==> src/rtl/miriscv_irq_ctrl.sv <==
// miriscv_irq_ctrl: latches peripheral interrupt requests (edge or level per
// channel), masks them with the core's MIE vector, arbitrates by fixed priority
// or round-robin and hands one cause at a time to the core. The core takes the
// cause with irq_ack_i and returns with irq_ret_i. A one-hot int_fin_o pulse
// then marks completion.
module miriscv_irq_ctrl #(
  parameter int          N_IRQ     = 32,
  parameter int          CAUSE_W   = $clog2(N_IRQ),
  parameter logic [31:0] EDGE_MASK = 32'hFFFF_FFFF,
  parameter int          ARB_MODE  = 0
) (
  input  logic               clk_i,
  input  logic               rst_i,
  input  logic [N_IRQ-1:0]   int_req_i,
  input  logic [N_IRQ-1:0]   mie_i,
  output logic               irq_o,
  output logic [CAUSE_W-1:0] irq_cause_o,
  input  logic               irq_ack_i,
  input  logic               irq_ret_i,
  output logic [N_IRQ-1:0]   int_fin_o,
  output logic               busy_o
);

  typedef enum logic [1:0] {
    ST_IDLE    = 2'd0,
    ST_REQ     = 2'd1,
    ST_SERVICE = 2'd2,
    ST_FIN     = 2'd3
  } state_t;

  localparam logic [N_IRQ-1:0]   EDGE_VEC  = EDGE_MASK[N_IRQ-1:0];
  localparam logic [CAUSE_W-1:0] LAST_INIT = CAUSE_W'(N_IRQ - 1);

  state_t             state_r;
  state_t             state_s;
  logic [N_IRQ-1:0]   pending_r;
  logic [N_IRQ-1:0]   pending_s;
  logic [N_IRQ-1:0]   prev_req_r;
  logic [N_IRQ-1:0]   set_s;
  logic [N_IRQ-1:0]   clr_s;
  logic [N_IRQ-1:0]   eligible_s;
  logic [N_IRQ-1:0]   fin_s;
  logic [CAUSE_W-1:0] last_served_r;
  logic [CAUSE_W-1:0] last_served_s;
  logic [CAUSE_W-1:0] cause_s;
  logic [CAUSE_W-1:0] pick_s;
  logic               pick_valid_s;

  // One-hot decode of a channel index.
  function automatic logic [N_IRQ-1:0] one_hot(input logic [CAUSE_W-1:0] idx);
    logic [N_IRQ-1:0] vec;
    vec      = '0;
    vec[idx] = 1'b1;
    return vec;
  endfunction

  // Pending capture and clear; edge channels let a same-cycle new edge beat
  // the FIN clear, level channels let the clear win and re-pend next cycle.
  always_comb begin
    set_s = int_req_i & ~(prev_req_r & EDGE_VEC);
    if (state_r == ST_FIN) begin
      clr_s = one_hot(irq_cause_o);
    end else begin
      clr_s = '0;
    end
    pending_s  = (pending_r & ~clr_s) | (set_s & ~(clr_s & ~EDGE_VEC));
    eligible_s = pending_r & mie_i;
  end

  // Arbitration over the eligible vector: lowest index, or first index after
  // the last served channel with wrap-around.
  always_comb begin
    int idx;
    idx          = 32'sd0;
    pick_s       = '0;
    pick_valid_s = 1'b0;
    for (int i = 0; i < N_IRQ; i++) begin
      if (ARB_MODE == 32'sd1) begin
        idx = (int'(last_served_r) + 32'sd1 + i) % N_IRQ;
      end else begin
        idx = i;
      end
      if (!pick_valid_s && eligible_s[CAUSE_W'(idx)]) begin
        pick_s       = CAUSE_W'(idx);
        pick_valid_s = 1'b1;
      end else begin
        pick_valid_s = pick_valid_s;
      end
    end
  end

  // Next-state logic for the request/service handshake.
  always_comb begin
    state_s       = state_r;
    cause_s       = irq_cause_o;
    last_served_s = last_served_r;
    fin_s         = '0;
    case (state_r)
      ST_IDLE: begin
        if (pick_valid_s) begin
          state_s       = ST_REQ;
          cause_s       = pick_s;
          last_served_s = pick_s;
        end else begin
          state_s = ST_IDLE;
        end
      end
      ST_REQ: begin
        if (irq_ack_i) begin
          state_s = ST_SERVICE;
        end else begin
          state_s = ST_REQ;
        end
      end
      ST_SERVICE: begin
        if (irq_ret_i) begin
          state_s = ST_FIN;
          fin_s   = one_hot(irq_cause_o);
        end else begin
          state_s = ST_SERVICE;
        end
      end
      ST_FIN: begin
        state_s = ST_IDLE;
      end
      default: begin
        state_s = ST_IDLE;
      end
    endcase
  end

  // State, pending bookkeeping and registered outputs.
  always_ff @(posedge clk_i) begin
    if (rst_i) begin
      state_r       <= ST_IDLE;
      pending_r     <= '0;
      prev_req_r    <= '0;
      last_served_r <= LAST_INIT;
      irq_o         <= 1'b0;
      irq_cause_o   <= '0;
      int_fin_o     <= '0;
      busy_o        <= 1'b0;
    end else begin
      state_r       <= state_s;
      pending_r     <= pending_s;
      prev_req_r    <= int_req_i;
      last_served_r <= last_served_s;
      irq_o         <= (state_s == ST_REQ);
      irq_cause_o   <= cause_s;
      int_fin_o     <= fin_s;
      busy_o        <= (state_s != ST_IDLE);
    end
  end

endmodule
==> config.mk <==
export PLATFORM = sky130hd
export DESIGN_NAME = miriscv_irq_ctrl
export DESIGN_NICKNAME = d
export VERILOG_FILES = /design/src/rtl/miriscv_irq_ctrl.sv
export SDC_FILE = /design/constraint.sdc
export NUM_CORES = 1
export LEC_CHECK = 0
export CAP_MARGIN = 20
export CELL_PAD_IN_SITES_DETAIL_PLACEMENT = 1
export CELL_PAD_IN_SITES_GLOBAL_PLACEMENT = 2
export CORE_ASPECT_RATIO = 0.8
export CORE_MARGIN = 8
export CORE_UTILIZATION = 22
export DETAILED_ROUTE_END_ITERATION = 10
export PLACE_DENSITY_LB_ADDON = 0.1
export SLEW_MARGIN = 0
export SYNTH_ARGS = -nofsm -noshare
export SYNTH_HDL_FRONTEND = slang
export SYNTH_SLANG_ARGS = --single-unit
==> constraint.sdc <==
create_clock -name clk_i -period 1.4 [get_ports clk_i]
set_input_delay 0.28 -clock clk_i [delete_from_list [all_inputs] [get_ports clk_i]]
set_output_delay 0.28 -clock clk_i [all_outputs]
set_load 0.05 [all_outputs]
# After elaboration in Yosys (flattened, before gate mapping)

Index checks and enable logic that the tools add are counted.

Mux-type cells: 38
Reduce and logical (&&, ||, !) cells: 35
Magnitude comparators: 2
Bitwise logic cells: 8
Equality and inequality tests: 4

Operator list:

| kind                 | number |
|---|---|
| $and A32 B32 Y32     | 2 |
| $not A32 Y32         | 2 |
| $mux W32             | 1 |
| $mux W4              | 8 |
| $or A32 B32 Y32      | 1 |
| $mux W1              | 20 |
| $and A16 B16 Y16     | 1 |
| $logic_and A1 B1 Y1  | 16 |
| $logic_not A1 Y1     | 15 |
| $mux W3              | 4 |
| $pmux W2 S4          | 1 |
| $lt A5 B6 Y1 const B | 1 |
| $mux W2              | 3 |
| $demux W1 S5         | 1 |
| $ge A5 B1 Y1 const B | 1 |
| $eq A2 B1 Y1 const B | 2 |
| $eq A2 B2 Y1 const B | 2 |
| $reduce_or A3 Y1     | 1 |
| $logic_not A2 Y1     | 1 |
| $not A1 Y1           | 2 |
| $reduce_and A2 Y1    | 1 |
| $reduce_bool A2 Y1   | 1 |

Logic and storage cells: 94
Register bits after elaboration: 105
Output and inout port bits: 39
Bits of input ports: 68

# Depth between registers and ports, before layout

Word-level depth: 50
Mapped depth: 5
Gate-level depth less buffers: 5

# Worst setup path before layout

OpenSTA, ideal clock, no wires.

Path type: register to register
Start point: reg irq_cause_o[2]
End point: reg pending_r[13]
Period minus slack after synthesis: 1441 ps
Path slack: -41 ps
Cell stages (with the launch flop): 5
Buffers on the path: 1
Arrival time: 1309 ps
Cells stage by stage: dfxtp_1 > clkbuf_1 > nand4_1 > o21ai_0 > a21oi_1

Cells in the longest elaborated chain, start to end: 8

RTL lines:

| what                                                               | line | RTL |
|---|---|---|
| from (decl)                                                        | 17   | `output logic [CAUSE_W-1:0] irq_cause_o,` |
| from (signal assigned)                                             | 149  | `irq_cause_o <= cause_s;` |
| $lt A5 B6 Y1 (implied by the code) or $ge A5 B1 Y1 (tied branches) | 53   | `vec[idx] = 1'b1;` |
| $logic_and A1 B1 Y1 (implied by the code)                          | 53   |  |
| $mux W1 (implied by the code)                                      | 53   |  |
| $demux W1 S5 (*)                                                   | 53   |  |
| $mux W32 (*)                                                       | 61   | `if (state_r == ST_FIN) begin` |
| $not A32 Y32 (*)                                                   | 66   | `pending_s = (pending_r & ~clr_s) \| (set_s & ~(clr_s & ~EDGE_VEC));` |
| $and A32 B32 Y32 (*)                                               | 66   |  |
| $or A32 B32 Y32 (*)                                                | 66   |  |
| to (signal assigned)                                               | 145  | `pending_r <= pending_s;` |
| to (decl)                                                          | 36   | `logic [N_IRQ-1:0] pending_r;` |

Every way passes the cells marked *; elsewhere a longest branch is shown, timed or not.
A chain may end at the register's enable or synchronous reset.

# Worst setup path in the final report

Start point: reg pending_r[2]
End point: reg irq_cause_o[2]

Cells in the longest elaborated chain, start to end: 43

RTL lines:

| what                               | line | RTL |
|---|---|---|
| $and A16 B16 Y16 (*)               | 67   | `eligible_s = pending_r & mie_i;` |
| $logic_and A1 B1 Y1 (*)            | 83   | `if (!pick_valid_s && eligible_s[CAUSE_W'(idx)]) begin` |
| $mux W1 (*)                        | 83   |  |
| $logic_not A1 Y1                   | 83   |  |
| $logic_and A1 B1 Y1                | 83   |  |
| $mux W1 (*)                        | 83   |  |
| $logic_not A1 Y1                   | 83   |  |
| $logic_and A1 B1 Y1                | 83   |  |
| [... 27 more ...]                  | --   |  |
| $mux W1                            | 83   |  |
| $logic_not A1 Y1                   | 83   |  |
| $logic_and A1 B1 Y1                | 83   |  |
| $mux W1                            | 83   |  |
| $logic_not A1 Y1                   | 83   |  |
| $logic_and A1 B1 Y1                | 83   |  |
| $mux W1                            | 83   |  |
| $reduce_and A2 Y1 (no source line) | --   |  |

Marked as above.

==> summary.md <==
| Metric | Value |
|---|---|
| WL per Instance | `14.5 um` |
| Clock Skew | `4.85 ps` |
| Max VDD drop | `0.476 mV` |
| Final worst path period share | `98.9%` |
| Avg Cell Area, Syn | `9.42 um2` |
| First-pass GRT wire length | `10.3 mm` |
| Vias in the first global route | `1,936` |
| Clock sinks | `56` |
| Tmin final | `1380 ps` |
| Layout cells sized above 1 | `24.4%` |
| Pins Over Slew Limit | `0` |
| DIE HEIGHT | `106 um` |
| RSZ-0062 raised after global routing | `yes` |
| Core footprint | `0.00969 mm2` |
| Startpoint types | `flip-flop` |
| CTS tree | `done` |
| DP HPWL | `4.97 mm` |
| GRT Resource Usage Total | `9.67%` |
| Routed Antenna Nets | `0` |
| Netlist cell types | `31` |
| Outcome | `finished, final reports clean` |
| Layout Nets | `374` |
| Starting Density | `22.7%` |
| Final Util | `36.0%` |
| Synth Instances | `234` |
| Placed insts | `434` |
| Max cap viols | `0` |
| Sequential-to-total area share from yosys stat | `50.9%` |
| Leakage | `1.37 nW` |
| PortBufs | `57` |
| PnR worst setup slack | `15.9 ps` |
| CP Class | `flip-flop to flip-flop` |
| Hold Crit Class | `flip-flop to flip-flop` |
| Endpoint class of the critical path | `flip-flop` |
| Pwr dens | `1320 mW/mm2` |
| Root buffer cell | `clkbuf_16` |
| Commonest cells after routing, fill and taps aside | `dfxtp_1, clkdlybuf4s50_1, buf_12, a21oi_1` |
| Clock slew at reported path FFs | `70 ps` |
| # fillers | `1,118` |
| Final Setup Violations | `0` |
| CP required | `1560 ps` |
| Vias per cell | `4.18` |
| Full die area | `0.0135 mm2` |
| CP arrival | `1540 ps` |
| Post-Layout Inst Area | `0.00349 mm2` |
| DR pass1 iterations | `4` |
| Placement Setup Slack | `-452 ps` |
| Synthesis-stage register bit count | `56` |
| Ports | `107` |
| Final Hold Viols | `0` |
| Gr ovfl total | `0` |
| Clk_lat worst skew | `290 ps` |
| F_max | `0.722 GHz` |
| DRC Markers | `0` |
| Hold Buf Count CTS | `0` |
| Starting DRT DRC Count | `75` |
| Mapped cell area | `0.00220 mm2` |
| Non-filler cells, final | `443` |
| Chip width | `128 um` |
| Worst-path fanout max | `5` |
| Placer Congestion | `0.739` |
| Most common cell after layout, fill and taps aside | `dfxtp_1` |
| Longest Clk Path Bufs | `2` |
| Area Growth Syn to Fin | `58.3%` |
| FP Rows | `32` |
| DP Area | `0.00318 mm2` |
| Drt total wl | `6.43 mm` |
| Largest net degree at the start of global routing | `32` |
| CTS H-Tree Depth | `2` |
| Number of antenna violations at the first check in global routing | `0` |
| Via count | `1,852` |
| Diode count | `0` |
| Warnings, synthesis | `0` |
| Cts bufs inserted | `5` |
[sequential cells by signal, summed over array words and instances, names as in the netlist]
name / flops
irq_cause_o: 4
irq_o: 1
state_r: 2
prev_req_r: 16
busy_o: 1
int_fin_o: 16
pending_r: 16
[per-layer routing]
metal | part of all wire (%) | wire length (um) | track usage [%] | up-vias
met4 | 0.59 | 38 | 2.29 | 0
met3 | 6.3 | 407 | 3.63 | 4
met2 | 44 | 2850 | 14.5 | 45
met5 | 0 | 0 | 0 | -
met1 | 49 | 3140 | 12.8 | 883
li1 | - | - | - | 920
[timing repair]
action	4_1_cts	5_1_grt
pin swaps	13	11
setup buffers	1	0
endpoints found under the setup margin	7	21
gates resized for setup	16	17
[path summary, 6_finish.rpt]
kind | endpoint | startpoint | slack [ps] | depth (start not counted)
setup reg to reg | irq_cause_o[2] | pending_r[2] | 20 | 5
setup / recovery | irq_cause_o[2] | pending_r[2] | 20 | 5
hold / removal | pending_r[3] | prev_req_r[3] | 480 | 2
hold reg to reg | pending_r[3] | prev_req_r[3] | 480 | 2
[cell families after synthesis]
group           after synthesis  synth area share, %
flops                        56                 50.9
compound gates               62                 18.9
simple gates                 86                 22.0
other cells                   1                0.170
buf+inv                      29                 8.01
[synthesized netlist by cell type]
library cell,count,area share [%]
dfxtp_1,56,51
a221oi_2,3,2.0
buf_4,17,5.8
and4bb_4,1,0.74
nand2_1,15,2.6
nand3_4,1,0.80
o21ai_0,18,4.1
clkbuf_1,5,0.85
nor3_1,5,1.1
nor2b_1,16,4.5
a2111oi_2,1,0.68
a32o_1,1,0.45
nor2_1,18,3.1
conb_1,1,0.17
a211oi_1,1,0.34
inv_1,4,0.68
a21oi_1,22,5.0
a2111oi_0,1,0.40
nand3b_1,1,0.34
a22oi_1,4,1.4
buf_2,3,0.68
nand3_1,4,0.91
nand4_1,4,1.1
nor3_2,2,0.91
a32oi_1,3,1.2
a2bb2oi_1,1,0.40
a211oi_2,1,0.57
nand2b_1,17,4.8
a22o_1,6,2.4
nor3b_2,1,0.57
nand2_4,1,0.51
[worst max-delay path: stages (launching register included)]
cell	delay [ps]
dfxtp_2	330
a22o_1	240
and4bb_4	380
nand3_4	110
nand2_4	120
a221oi_2	70
[area by class of cell]
| class | count | area (um2) | share of cell area [%] |
|---|---|---|---|
| clock inverter | 3 | 90.1 | 2.58 |
| clock buffer | 5 | 125 | 3.59 |
| timing repair buffer | 74 | 918 | 26.3 |
| sequential | 56 | 1130 | 32.3 |
| inverter | 4 | 15.0 | 0.431 |
| tap | 136 | 170 | 4.88 |
| multi-input combinational | 165 | 1040 | 29.9 |
[power breakdown]
group          switching, mW  internal (mW)  total (mW)  leakage, nW
sequential            0.0814           1.69        1.78        0.464
combinational          0.586          0.434        1.02        0.799
clock                  0.593           1.21        1.80        0.104
total                   1.26           3.34        4.60         1.37
[metrics by stage]
| stage | setup TNS, ps | hold slack (ps) | power (mW) |
|---|---|---|---|
| after CTS | -44.8 | 488 | 4.63 |
| after detailed placement | -7970 | 477 | 2.80 |
| final | 0 | 483 | 4.60 |
| after global routing | -326 | 500 | 4.80 |
| after floorplan | 0 | 360 | 2.37 |
| after global placement | -7400 | 473 | 2.79 |
(Power assumes the default switching activity.)
